File: src/rtl/bf16_fp8_pack_ctrl.sv
// Streaming BF16 -> FP8 (E4M3 with Inf/NaN encodings) quantiser that packs LANES
// results per output word and keeps sticky conversion-exception flags.

module bf16_to_fp8 (
  input  logic [15:0] bf16_i,
  output logic [7:0]  fp8_o,
  output logic        nan_o,
  output logic        sat_o,
  output logic        unf_o
);
  logic [7:0]  e, ediff, sh, sum;
  logic [6:0]  m, mag;
  logic [15:0] ext;
  logic        rnd;

  always_comb begin
    e     = bf16_i[14:7];
    m     = bf16_i[6:0];
    ediff = e - 8'd120;
    sh    = 8'd125 - e;
    ext   = 16'h0;
    sum   = 8'h0;
    rnd   = 1'b0;
    mag   = 7'h0;
    if (e == 8'hFF) begin
      mag = (m != 7'h0) ? 7'h79 : 7'h78;
    end else if (e == 8'h0) begin
      mag = 7'h0;
    end else if (e >= 8'd135) begin
      mag = 7'h78;
    end else if (e >= 8'd121) begin
      // normal range: keep 3 mantissa bits, round to nearest even
      rnd = m[3] & ((|m[2:0]) | m[4]);
      sum = {1'b0, ediff[3:0], m[6:4]} + {7'h0, rnd};
      mag = (sum >= 8'h78) ? 7'h78 : sum[6:0];
    end else begin
      // subnormal range; a round-up into 8 lands exactly on the smallest normal
      if (sh <= 8'd15) ext = {1'b1, m, 8'h0} >> sh[3:0];
      rnd = ext[7] & ((|ext[6:0]) | ext[8]);
      sum = ext[15:8] + {7'h0, rnd};
      mag = sum[6:0];
    end
    fp8_o = {bf16_i[15], mag};
    nan_o = (e == 8'hFF) && (m != 7'h0);
    sat_o = (e != 8'hFF) && (mag == 7'h78);
    unf_o = (bf16_i[14:0] != 15'h0) && (mag == 7'h0);
  end
endmodule

module bf16_fp8_pack_ctrl #(
  parameter int LANES = 4
) (
  input  logic               clk,
  input  logic               rst,
  input  logic               in_valid,
  output logic               in_ready,
  input  logic [15:0]        in_data,
  input  logic               in_last,
  input  logic               flush,
  output logic               out_valid,
  input  logic               out_ready,
  output logic [8*LANES-1:0] out_data,
  output logic [LANES-1:0]   out_keep,
  output logic               out_last,
  input  logic               clear_flags,
  output logic               sat_flag,
  output logic               nan_flag,
  output logic               unf_flag
);
  localparam int CW = $clog2(LANES);

  typedef enum logic [1:0] {EMPTY, FILL, FILL_PEND} state_t;

  state_t             state_q, state_d;
  logic [CW-1:0]      cnt_q, cnt_d;
  logic [8*LANES-1:0] acc_q, acc_d, word, data_q, data_d;
  logic [LANES-1:0]   keep_q, keep_d, keep_w;
  logic               last_q, last_d, ov_q, ov_d, pend_q, pend_d;
  logic               sat_q, sat_d, nan_q, nan_d, unf_q, unf_d;
  logic [7:0]         fp8;
  logic               ev_nan, ev_sat, ev_unf;
  logic               accept, close, has_data;
  logic [CW:0]        filled;

  bf16_to_fp8 u_cvt (
    .bf16_i (in_data),
    .fp8_o  (fp8),
    .nan_o  (ev_nan),
    .sat_o  (ev_sat),
    .unf_o  (ev_unf)
  );

  assign in_ready = !(ov_q && !out_ready);
  assign accept   = in_valid && in_ready;
  assign has_data = (state_q != EMPTY);

  always_comb begin
    word   = acc_q;
    keep_w = '0;
    filled = {1'b0, cnt_q} + {{CW{1'b0}}, accept};
    for (int k = 0; k < LANES; k++) begin
      if (accept && cnt_q == CW'(k)) word[8*k +: 8] = fp8;
      keep_w[k] = ((CW+1)'(k) < filled);
    end
    // a pending flush fires on the first cycle the output path is free
    if (accept)
      close = (cnt_q == CW'(LANES-1)) || in_last || flush || pend_q;
    else
      close = in_ready && (flush || pend_q) && has_data;

    acc_d  = close ? '0 : word;
    cnt_d  = close ? '0 : (accept ? cnt_q + CW'(1) : cnt_q);
    pend_d = in_ready ? 1'b0 : (pend_q || flush);

    state_d = state_q;
    if (close)                          state_d = EMPTY;
    else if (accept || state_q != EMPTY) state_d = pend_d ? FILL_PEND : FILL;

    data_d = data_q;
    keep_d = keep_q;
    last_d = last_q;
    ov_d   = ov_q;
    if (close) begin
      data_d = word;
      keep_d = keep_w;
      last_d = accept && in_last;
      ov_d   = 1'b1;
    end else if (out_ready) begin
      ov_d = 1'b0;
    end

    sat_d = (sat_q && !clear_flags) || (accept && ev_sat);
    nan_d = (nan_q && !clear_flags) || (accept && ev_nan);
    unf_d = (unf_q && !clear_flags) || (accept && ev_unf);
  end

  always_ff @(posedge clk) begin
    if (rst) begin
      state_q <= EMPTY;
      cnt_q   <= '0;
      acc_q   <= '0;
      pend_q  <= 1'b0;
      data_q  <= '0;
      keep_q  <= '0;
      last_q  <= 1'b0;
      ov_q    <= 1'b0;
      sat_q   <= 1'b0;
      nan_q   <= 1'b0;
      unf_q   <= 1'b0;
    end else begin
      state_q <= state_d;
      cnt_q   <= cnt_d;
      acc_q   <= acc_d;
      pend_q  <= pend_d;
      data_q  <= data_d;
      keep_q  <= keep_d;
      last_q  <= last_d;
      ov_q    <= ov_d;
      sat_q   <= sat_d;
      nan_q   <= nan_d;
      unf_q   <= unf_d;
    end
  end

  assign out_valid = ov_q;
  assign out_data  = data_q;
  assign out_keep  = keep_q;
  assign out_last  = last_q;
  assign sat_flag  = sat_q;
  assign nan_flag  = nan_q;
  assign unf_flag  = unf_q;
endmodule

File: config.mk
export PLATFORM = sky130hd
export DESIGN_NAME = bf16_fp8_pack_ctrl
export DESIGN_NICKNAME = d
export VERILOG_FILES = /design/src/rtl/bf16_fp8_pack_ctrl.sv
export SDC_FILE = /design/constraint.sdc
export NUM_CORES = 1
export LEC_CHECK = 0
export ABC_AREA = 1
export CAP_MARGIN = 25
export CORE_AREA = 2 2 99 101
export CTS_BUF_LIST = sky130_fd_sc_hd__clkbuf_4 sky130_fd_sc_hd__clkbuf_8 sky130_fd_sc_hd__clkbuf_16
export CTS_CLUSTER_SIZE = 24
export DETAILED_ROUTE_END_ITERATION = 8
export DIE_AREA = 0 0 101 103
export PLACE_DENSITY_LB_ADDON = 0.12
export SLEW_MARGIN = 15
export SYNTH_ARGS = -nofsm -noshare
export SYNTH_HDL_FRONTEND = slang
export SYNTH_SLANG_ARGS = --single-unit
File: constraint.sdc
create_clock -name clk -period 6.1 [get_ports clk]
set_clock_uncertainty 0.1 [all_clocks]
set_input_delay 0.915 -clock clk [delete_from_list [all_inputs] [get_ports clk]]
set_output_delay 0.915 -clock clk [all_outputs]
set_load 0.02 [all_outputs]
Word level (Yosys, flattened, before mapping)
Cells that the tools add are included.
{"block": "word_totals", "latchBits": 0, "elab_cells": 95, "mem_count": 0, "regBits": 78, "mem_bits_ro": 0, "input_bits": 23, "ram_bits": 0}
{"block": "op_classes", "n_lt_le_gt_ge": 8, "bitwise_logic": 4, "n_mul": 0, "n_addsub": 6, "n_eq_ne": 6, "n_shift": 1, "n_reduce_logical": 39, "div": 0, "n_mux": 20}
{"op": "15-bit 2-to-1 mux", "n": 5}
{"op": "7-bit 2-to-1 mux", "n": 5}
{"op": "8-bit 2-to-1 mux", "n": 4}
{"op": "1-bit logical AND", "n": 18}
{"op": "8-bit by 7-bit greater-or-equal comparator with 1-bit output, second input constant", "n": 2}
{"op": "16-bit by 4-bit >> shifter with 15-bit output", "n": 1}
{"op": "15-bit nonzero test", "n": 1}
{"op": "7-bit by 1-bit adder with 8-bit output", "n": 1}
{"op": "8-bit equality test, second input constant", "n": 1}
{"op": "8-bit greater-or-equal comparator, second input constant", "n": 1}
{"op": "8-bit by 4-bit <= comparator with 1-bit output, second input constant", "n": 1}
{"op": "8-bit zero test", "n": 1}
{"op": "1-bit logical OR", "n": 8}
{"op": "8-bit inequality test, second input constant", "n": 1}
{"op": "7-bit by 8-bit subtractor with 8-bit output, first input constant", "n": 1}
{"op": "7-bit by 1-bit adder with 7-bit output", "n": 1}
{"op": "7-bit equality test, second input constant", "n": 1}
{"op": "7-bit zero test", "n": 1}
{"op": "7-bit nonzero test", "n": 1}
{"op": "7-bit OR reduction", "n": 1}
{"op": "1-bit by 3-bit < comparator with 1-bit output, first input constant", "n": 2}
{"op": "2-bit by 3-bit < comparator with 1-bit output, first input constant", "n": 2}
{"op": "1-bit 2-to-1 mux", "n": 5}
{"op": "2-bit equality test, second input constant", "n": 2}
{"op": "other kinds (12)", "n": 17}

Longest topological paths before layout
Gate-level depths: netlist (run 1).
{"block": "logic_depth", "ltp_word": 19, "mapped_depth": 19, "mapped_depth_nobuf": 19}

Modules after synthesis
A second synthesis (run 1) with hierarchy kept.
{"block": "hier_totals", "hier_cells": 605, "hier_area_um2": 4170.2}
{"module": "bf16_fp8_pack_ctrl", "cells_per_inst": 356, "area_each_um2": 2930.3, "seq_area_each_um2": 1561.5, "instances": 1}
{"module": "bf16_to_fp8", "cells_per_inst": 249, "area_each_um2": 1239.9, "seq_area_each_um2": 0.0, "instances": 1}

Worst setup path after synthesis (run 1)
OpenSTA, ideal clock, no wires.
{"block": "synth_timing", "path_type": "input to register", "start": "input in_data[8]", "end": "register unf_q (netlist: unf_flag)", "arrival_time_ns": 2.991, "n_path_buf": 1, "path_stages": 17, "setup_time_ns": 0.067, "slack_ns": 2.942, "t_required_ns": 5.933, "cell_sequence": "inv_2 buf_2 ha_1 inv_1 nand3_1 nand2_2 nand3_4 nor2_8 ha_1 nand4_1 nand3_1 nand2_1 a21oi_2 nand3_2 nor2_2 nand3_1 a21oi_2"}
{"block": "synth_between", "elab_chain_cells": 19, "elab_cells_between_ends": 29, "cone_classes": "add/sub (4); order compare (4); eq/ne (1); shift (1); mux (10); bitwise (2); reduce/logical (7)"}
{"element": "start: declaration", "line_no": "57", "source": "input logic [15:0] in_data,"}
{"element": "7-bit by 8-bit subtractor with 8-bit output", "line_no": "20", "source": "sh = 8'd125 - e;"}
{"element": "8-bit by 4-bit <= comparator with 1-bit output / 16-bit by 4-bit >> shifter with 15-bit output (equally long branches)", "line_no": "38", "source": "if (sh <= 8'd15) ext = {1'b1, m, 8'h0} >> sh[3:0];"}
{"element": "15-bit 2-to-1 mux", "line_no": "38"}
{"element": "15-bit 2-to-1 mux", "line_no": "31", "source": "end else if (e >= 8'd121) begin"}
{"element": "15-bit 2-to-1 mux", "line_no": "29", "source": "end else if (e >= 8'd135) begin"}
{"element": "15-bit 2-to-1 mux", "line_no": "27", "source": "end else if (e == 8'h0) begin"}
{"element": "15-bit 2-to-1 mux", "line_no": "25", "source": "if (e == 8'hFF) begin"}
{"element": "7-bit OR reduction", "line_no": "39", "source": "rnd = ext[7] & ((|ext[6:0]) | ext[8]);"}
{"element": "[... 3 more ...]"}
{"element": "7-bit 2-to-1 mux", "line_no": "31"}
{"element": "7-bit 2-to-1 mux", "line_no": "29"}
{"element": "7-bit 2-to-1 mux", "line_no": "27"}
{"element": "7-bit 2-to-1 mux", "line_no": "25"}
{"element": "7-bit zero test", "line_no": "46", "source": "unf_o = (bf16_i[14:0] != 15'h0) && (mag == 7'h0);"}
{"element": "1-bit logical AND (*)", "line_no": "46"}
{"element": "1-bit logical AND (*)", "line_no": "134", "source": "unf_d = (unf_q && !clear_flags) || (accept && ev_unf);"}
{"element": "1-bit logical OR (*)", "line_no": "134"}
{"element": "end signal: assignment", "line_no": "161", "source": "unf_q <= unf_d;"}
{"element": "end: declaration", "line_no": "79", "source": "logic sat_q, sat_d, nan_q, nan_d, unf_q, unf_d;"}
Every way passes the cells marked *; elsewhere a longest branch is shown, timed or not. The select of a mux whose other input is x is not followed.
A chain may end at the register's enable or synchronous reset.

Worst setup path in the final report (run 1)
{"block": "layout_timing", "start": "input in_data[8]", "end": "register data_q[18] (netlist: out_data[18])"}
{"block": "layout_between", "elab_chain_cells": 16, "elab_cells_between_ends": 25, "cone_classes": "add/sub (4); order compare (4); eq/ne (1); shift (1); mux (11); bitwise (2); reduce/logical (2)"}
{"element": "7-bit by 8-bit subtractor with 8-bit output", "line_no": "20"}
{"element": "8-bit by 4-bit <= comparator with 1-bit output / 16-bit by 4-bit >> shifter with 15-bit output (equally long branches)", "line_no": "38"}
{"element": "15-bit 2-to-1 mux", "line_no": "38"}
{"element": "15-bit 2-to-1 mux", "line_no": "31"}
{"element": "15-bit 2-to-1 mux", "line_no": "29"}
{"element": "15-bit 2-to-1 mux", "line_no": "27"}
{"element": "15-bit 2-to-1 mux", "line_no": "25"}
{"element": "7-bit OR reduction", "line_no": "39"}
{"element": "1-bit OR", "line_no": "39"}
{"element": "1-bit bitwise AND", "line_no": "39"}
{"element": "7-bit by 1-bit adder with 7-bit output", "line_no": "40", "source": "sum = ext[15:8] + {7'h0, rnd};"}
{"element": "7-bit 2-to-1 mux", "line_no": "31"}
{"element": "7-bit 2-to-1 mux", "line_no": "29"}
{"element": "7-bit 2-to-1 mux", "line_no": "27"}
{"element": "7-bit 2-to-1 mux (*)", "line_no": "25"}
{"element": "8-bit 2-to-1 mux (*)", "line_no": "102", "source": "if (accept && cnt_q == CW'(k)) word[8*k +: 8] = fp8;"}
{"element": "end signal: assignment", "line_no": "155", "source": "data_q <= data_d;"}
{"element": "end: declaration", "line_no": "76", "source": "logic [8*LANES-1:0] acc_q, acc_d, word, data_q, data_d;"}
Marked as above.

==> results of run 1 <==
## stage by stage
step,util,area (um^2),setup slack (ns),hold WS (ns),instances
finish,0.5291,5005,1.837,0.3601,755
global route,0.5291,5005,1.465,0.3739,755
CTS,0.5275,4990,1.802,0.3645,754
detailed placement,0.5070,4796,1.450,0.3481,738
global placement,0.5070,4796,1.593,0.3402,738
floorplan,-,4090,2.942,0.3528,578
## cell families (layout without fill, tap and decap cells)
logic type,count (synthesis),after routing
adders and majority gates,11,11
and+or+nand+nor,317,317
muxes,5,5
AOI/OAI and AO/OA,88,88
xor gates and xnor gates,3,3
buffers and inverters,76,139
DFF,78,78
## sequential cells by signal (all words and copies together) (netlist names)
| register | flops |
|---|---|
| acc_q | 32 |
| out_data | 32 |
| out_keep | 4 |
| cnt_q | 2 |
| state_q | 2 |
| nan_flag | 1 |
| out_last | 1 |
| out_valid | 1 |
| pend_q | 1 |
| sat_flag | 1 |
| unf_flag | 1 |
## report_power, final
part	internal, mW	switching (mW)
clock	0.192	0.188
sequential	0.524	0.00706
combinational	0.0707	0.133
total	0.787	0.327
## worst max-delay path, stage by stage
cell and delay [ns]:
clkdlybuf4s50_1 0.86, inv_2 0.25, ha_1 0.50, inv_1 0.25, nand3_1 0.14, nand2_2 0.12, nand3_4 0.09, nor2_8 0.16
ha_1 0.27, inv_1 0.07, nand2_1 0.06, nand3_1 0.06, nand2_1 0.10, nand2_1 0.16, nand2_1 0.10, o21ai_0 0.10
o21ai_0 0.20
## path summary, 6_finish.rpt
| kind | start | to | slack, ns | depth (start not counted) |
|---|---|---|---|---|
| min reg2reg | out_data[6] | out_data[6] | 0.36 | 2 |
| max reg2reg | out_valid | out_data[25] | 3.63 | 8 |
| max | in_data[8] | out_data[18] | 1.84 | 17 |
| min | out_data[6] | out_data[6] | 0.36 | 2 |
## synthesized netlist by cell type, types with 11 or more instances
master,instances
a21oi_1,11
clkbuf_1,13
dfxtp_1,78
ha_1,11
inv_1,45
nand2_1,160
nand3_1,40
nand3_2,12
nand4_1,13
nor2_1,56
o21ai_0,44
o21ai_1,11
## area by class of cell
cell class | instances | share of cell area
inverter | 56 | 0.04200
timing repair buffer | 67 | 0.1340
multi-input combinational | 424 | 0.4447
clock buffer | 10 | 0.02625
tap | 114 | 0.02850
clock inverter | 6 | 0.01250
sequential | 78 | 0.3120
## per-layer routing
metal / up-vias / part of all wire / global-route usage
li1: 1994 / - / -
met4: 0 / 0.014 / 0.06237
met2: 72 / 0.49 / 0.3431
met5: - / 0 / 0
met1: 1729 / 0.46 / 0.2745
met3: 12 / 0.035 / 0.02644
## cell usage in the layout, fill, tap and decap left out, types with 3 or more instances in the layout
cell type        instances
a21oi_1                 11
a21oi_2                  4
a31oi_1                  6
and2_1                   3
clkbuf_8                 9
clkdlybuf4s50_1         64
clkinvlp_4               3
dfxtp_1                 78
ha_1                    11
inv_1                   45
inv_2                   10
mux2i_1                  5
nand2_1                160
nand2_2                 10
nand2_4                  6
nand3_1                 40
nand3_2                 12
nand4_1                 13
nor2_1                  55
nor2_2                   7
nor3_1                   4
o21ai_0                 44
o21ai_1                 11
o21ai_2                  3
o21bai_1                 4
==> results.toml, run 1 <==
[worst_setup_path]
critical_path_peak_fanout = 15
required_ns = 6.25
startpoint_type = "input pin"
end_kind = "flop"
critPathKind = "input pin to flop"
cp.arrival_ns = 4.41

[clock_tree]
cts_root_buf = "clkbuf_8"
cts_resized = 0
cts.repair_timing.setup_buffer_count = 0
clkTransAtPathRegs_ns = 0.08
clock_path_buffers = 2
cts_tree = "yes"
cts_buffers = 9
clk_latency_ns = 0.34
hold_buffers = 0
htreeDepth = 3
clock_sinks = 78

[placement]
io_buffer_count = 64
dpl.hpwl_um = 7651
gp_congestion = 1.015

[outcome]
status = "complete, no violations"

[timing]
final.setup.tns_ns = 0
grt_setup_unrepaired = "no"
hold_viol = 0
drv_slew = 0
min_period_ns = 4.263
max_freq_ghz = 0.2346
setup_violations = 0
slew_headroom = 0.4121
worst_slew_pin_slew_ns = 0.8786
post-route-period-util = 0.6988

[floorplanning]
start_util = 0.4324
dieArea_um2 = 10400
core_area_um2 = 9459
fp.dieW_um = 101
rows = 36
die_height_um = 103
io_pins = 65

[yosys]
synthAdderAreaFrac = 0.03365
syn-num-nets = 612
synthFlopType = "dfxtp_1"
yosysUniqueCellTypes = 37
synth-edff-count = 0
synth_compound_area_frac = 0.1217
ys_top_cells_by_area = "dfxtp_1, nand2_1, o21ai_0"
yosysSeqAreaShare = 0.3818
synthArstFlopShare = 0
synth-seq-cells = 78
yosys_warnings = 0
yosys.area.top_type = "dfxtp_1"
muxShareOfSynthArea = 0.01224
synth_top_family_by_area = "simple AND/OR/NAND/NOR gates"
synth_top_area_frac = 0.3818
synth_cells = 578
synthesis.area_um2 = 4090
syn_area_per_cell_um2 = 7.076
synthSimpleGateAreaFrac = 0.3695
synth_xor_area_frac = 0.006424

[final_layout]
seqCellArea_um2 = 1562
multi_input_area_um2 = 2226
drive_gt1_frac = 0.1186
areaGrowthSynthToFinish_pct = 22.36
diodes = 0
fin_nets = 670
fill_cells = 953

[power_and_ir_drop]
vdd_drop_max_v = 0.0002117
leakagePower_nw = 2.171
p_per_area_nw_per_um2 = 222.6
power_mw = 1.114

[drt]
vias = 3807
vias_per_cell = 5.042
final_antenna_net_count = 0
drt_iter0_markers = 181
drc_errors = 0
wire_per_inst_um = 13.55
routed_wl_um = 10230
drt_pre_antenna_iters = 4

[hold_path]
hp-class = "flop to flop"

[global_route]
grt_pass1_vias = 3459
globalRouteOverflowTotal = 0
grt_usage = 0.2039
grt_pass1_wl_um = 16880
grt_max_degree = 38
antenna_found_initial = 0

[job]
maxCapViolCount = 0
(Power assumes the default switching activity.)
==> run 2: changes to the inputs <==
==> constraint.sdc (replaced) <==
create_clock -name clk -period 4.2 [get_ports clk]
set_clock_uncertainty 0.1 [all_clocks]
set_input_delay 0.63 -clock clk [delete_from_list [all_inputs] [get_ports clk]]
set_output_delay 0.63 -clock clk [all_outputs]
set_load 0.02 [all_outputs]
==> results.toml, run 2 (synthesis results as in run 1) <==
[final_layout]
areaGrowthSynthToFinish_pct = 22.85
drive_gt1_frac = 0.1227
fin_nets = 673
fin_util = 0.5312
layout_common_cells = "nand2_1, dfxtp_1, clkdlybuf4s50_1, nor2_1, inv_1"
fill_cells = 974
layout_commonest_cell = "nand2_1"
diodes = 0

[floorplanning]
rows = 36
fp.dieW_um = 101
die_height_um = 103
io_pins = 65
dieArea_um2 = 10400
start_util = 0.4324
core_area_um2 = 9459

[global_route]
grt_pass1_wl_um = 17280
grt_usage = 0.2062
globalRouteOverflowTotal = 0
grt_pass1_vias = 3680
antenna_found_initial = 0
grt_max_degree = 39

[drt]
drt_iter0_markers = 121
drt_pre_antenna_iters = 5
drc_errors = 0
final_antenna_net_count = 0
vias_per_cell = 5.065
vias = 3839
wire_per_inst_um = 13.39
routed_wl_um = 10150

[job]
maxCapViolCount = 0

[clock_tree]
clkTransAtPathRegs_ns = 0.08
cts_resized = 0
clk_latency_ns = 0.33
hold_buffers = 0
cts_root_buf = "clkbuf_8"
cts_tree = "yes"
clock_path_buffers = 2
htreeDepth = 3
cts.repair_timing.setup_buffer_count = 0
cts_buffers = 9
clock_sinks = 78

[worst_setup_path]
startpoint_type = "input pin"
rr_worst_depth = 7
end_kind = "flop"
r2r_slack_ns = 1.74
cp.arrival_ns = 3.68
critPathKind = "input pin to flop"
required_ns = 4.36
critical_path_peak_fanout = 11

[timing]
max_freq_ghz = 0.2844
final.setup.tns_ns = 0
worst_slew_pin_slew_ns = 0.8047
grt_setup_unrepaired = "no"
hold_viol = 0
post-route-period-util = 0.8372
setup_violations = 0
slew_headroom = 0.4630
min_period_ns = 3.516
drv_slew = 0

[power_and_ir_drop]
p_per_area_nw_per_um2 = 323.2
power_mw = 1.624
vdd_drop_max_v = 0.0002126
leakagePower_nw = 2.193

[outcome]
status = "complete, no violations"

[placement]
dpl.hpwl_um = 7572
gp_congestion = 0.8929
io_buffer_count = 64

[hold_path]
holdPathStages = 2
hp-class = "flop to flop"
## run 2: changes by cell type in the layout (fill, tap and decap cells not counted)
cell and delta:
clkinvlp_4 -2, buf_4 +4, clkbuf_8 +1, buf_8 -1, clkinv_4 +1, clkbuf_4 -1
clkinv_2 +1
## run 2: final timing paths
check | from | endpoint
worst max-delay path | in_data[9] | sat_flag
worst min-delay path | out_keep[0] | out_keep[0]
worst max register to register | cnt_q[0] | out_data[10]
worst min register to register | out_keep[0] | out_keep[0]
## run 2: through the flow
stage                     cells  setup WS (ns)  cell area (um^2)  hold slack [ns]
after floorplan             578          1.327              4090           0.3528
after global placement      742         0.4823              4826           0.3396
after detailed placement    742         0.3684              4826           0.3431
after CTS                   758         0.7346              5025           0.3598
after global routing        758         0.3590              5025           0.3762
final                       758         0.6837              5025           0.3555
## run 2: cell type report
class,count,area (um^2),area share
clock buffers,10,137.6,0.02739
clock inverters,6,61.31,0.01220
inverters,56,210.2,0.04183
multi-input cells,424,2226,0.4430
flip-flops and latches,78,1562,0.3108
well taps,114,142.6,0.02839
repair buffers,70,685.7,0.1365
## run 2: routing by layer
metal | up-vias | part of all wire | track usage
li1 | 1997 | - | -
met1 | 1756 | 0.48 | 0.2752
met2 | 75 | 0.47 | 0.3472
met3 | 11 | 0.033 | 0.02847
met4 | 0 | 0.014 | 0.06445
met5 | - | 0 | 0
## run 2: power by group
part / switching, mW / leakage, nW / total (mW) / internal, mW
Sequential: 0.00986 / 0.632 / 0.770 / 0.761
Combinational: 0.191 / 1.46 / 0.294 / 0.103
Clock: 0.271 / 0.102 / 0.559 / 0.289
Total: 0.472 / 2.19 / 1.62 / 1.15
## run 2: critical path, cell delays in order
cell and delay (ns):
clkdlybuf4s50_1 0.54, inv_1 0.12, ha_1 0.46, inv_1 0.25
nand3_1 0.13, nand2_2 0.11, nand3_4 0.09, nor2_8 0.16
ha_1 0.28, nand4_1 0.13, nand3_1 0.10, nand2_1 0.08
a21oi_2 0.16, nand3_1 0.10, nor2_1 0.10, nand3_1 0.09
a21oi_1 0.13
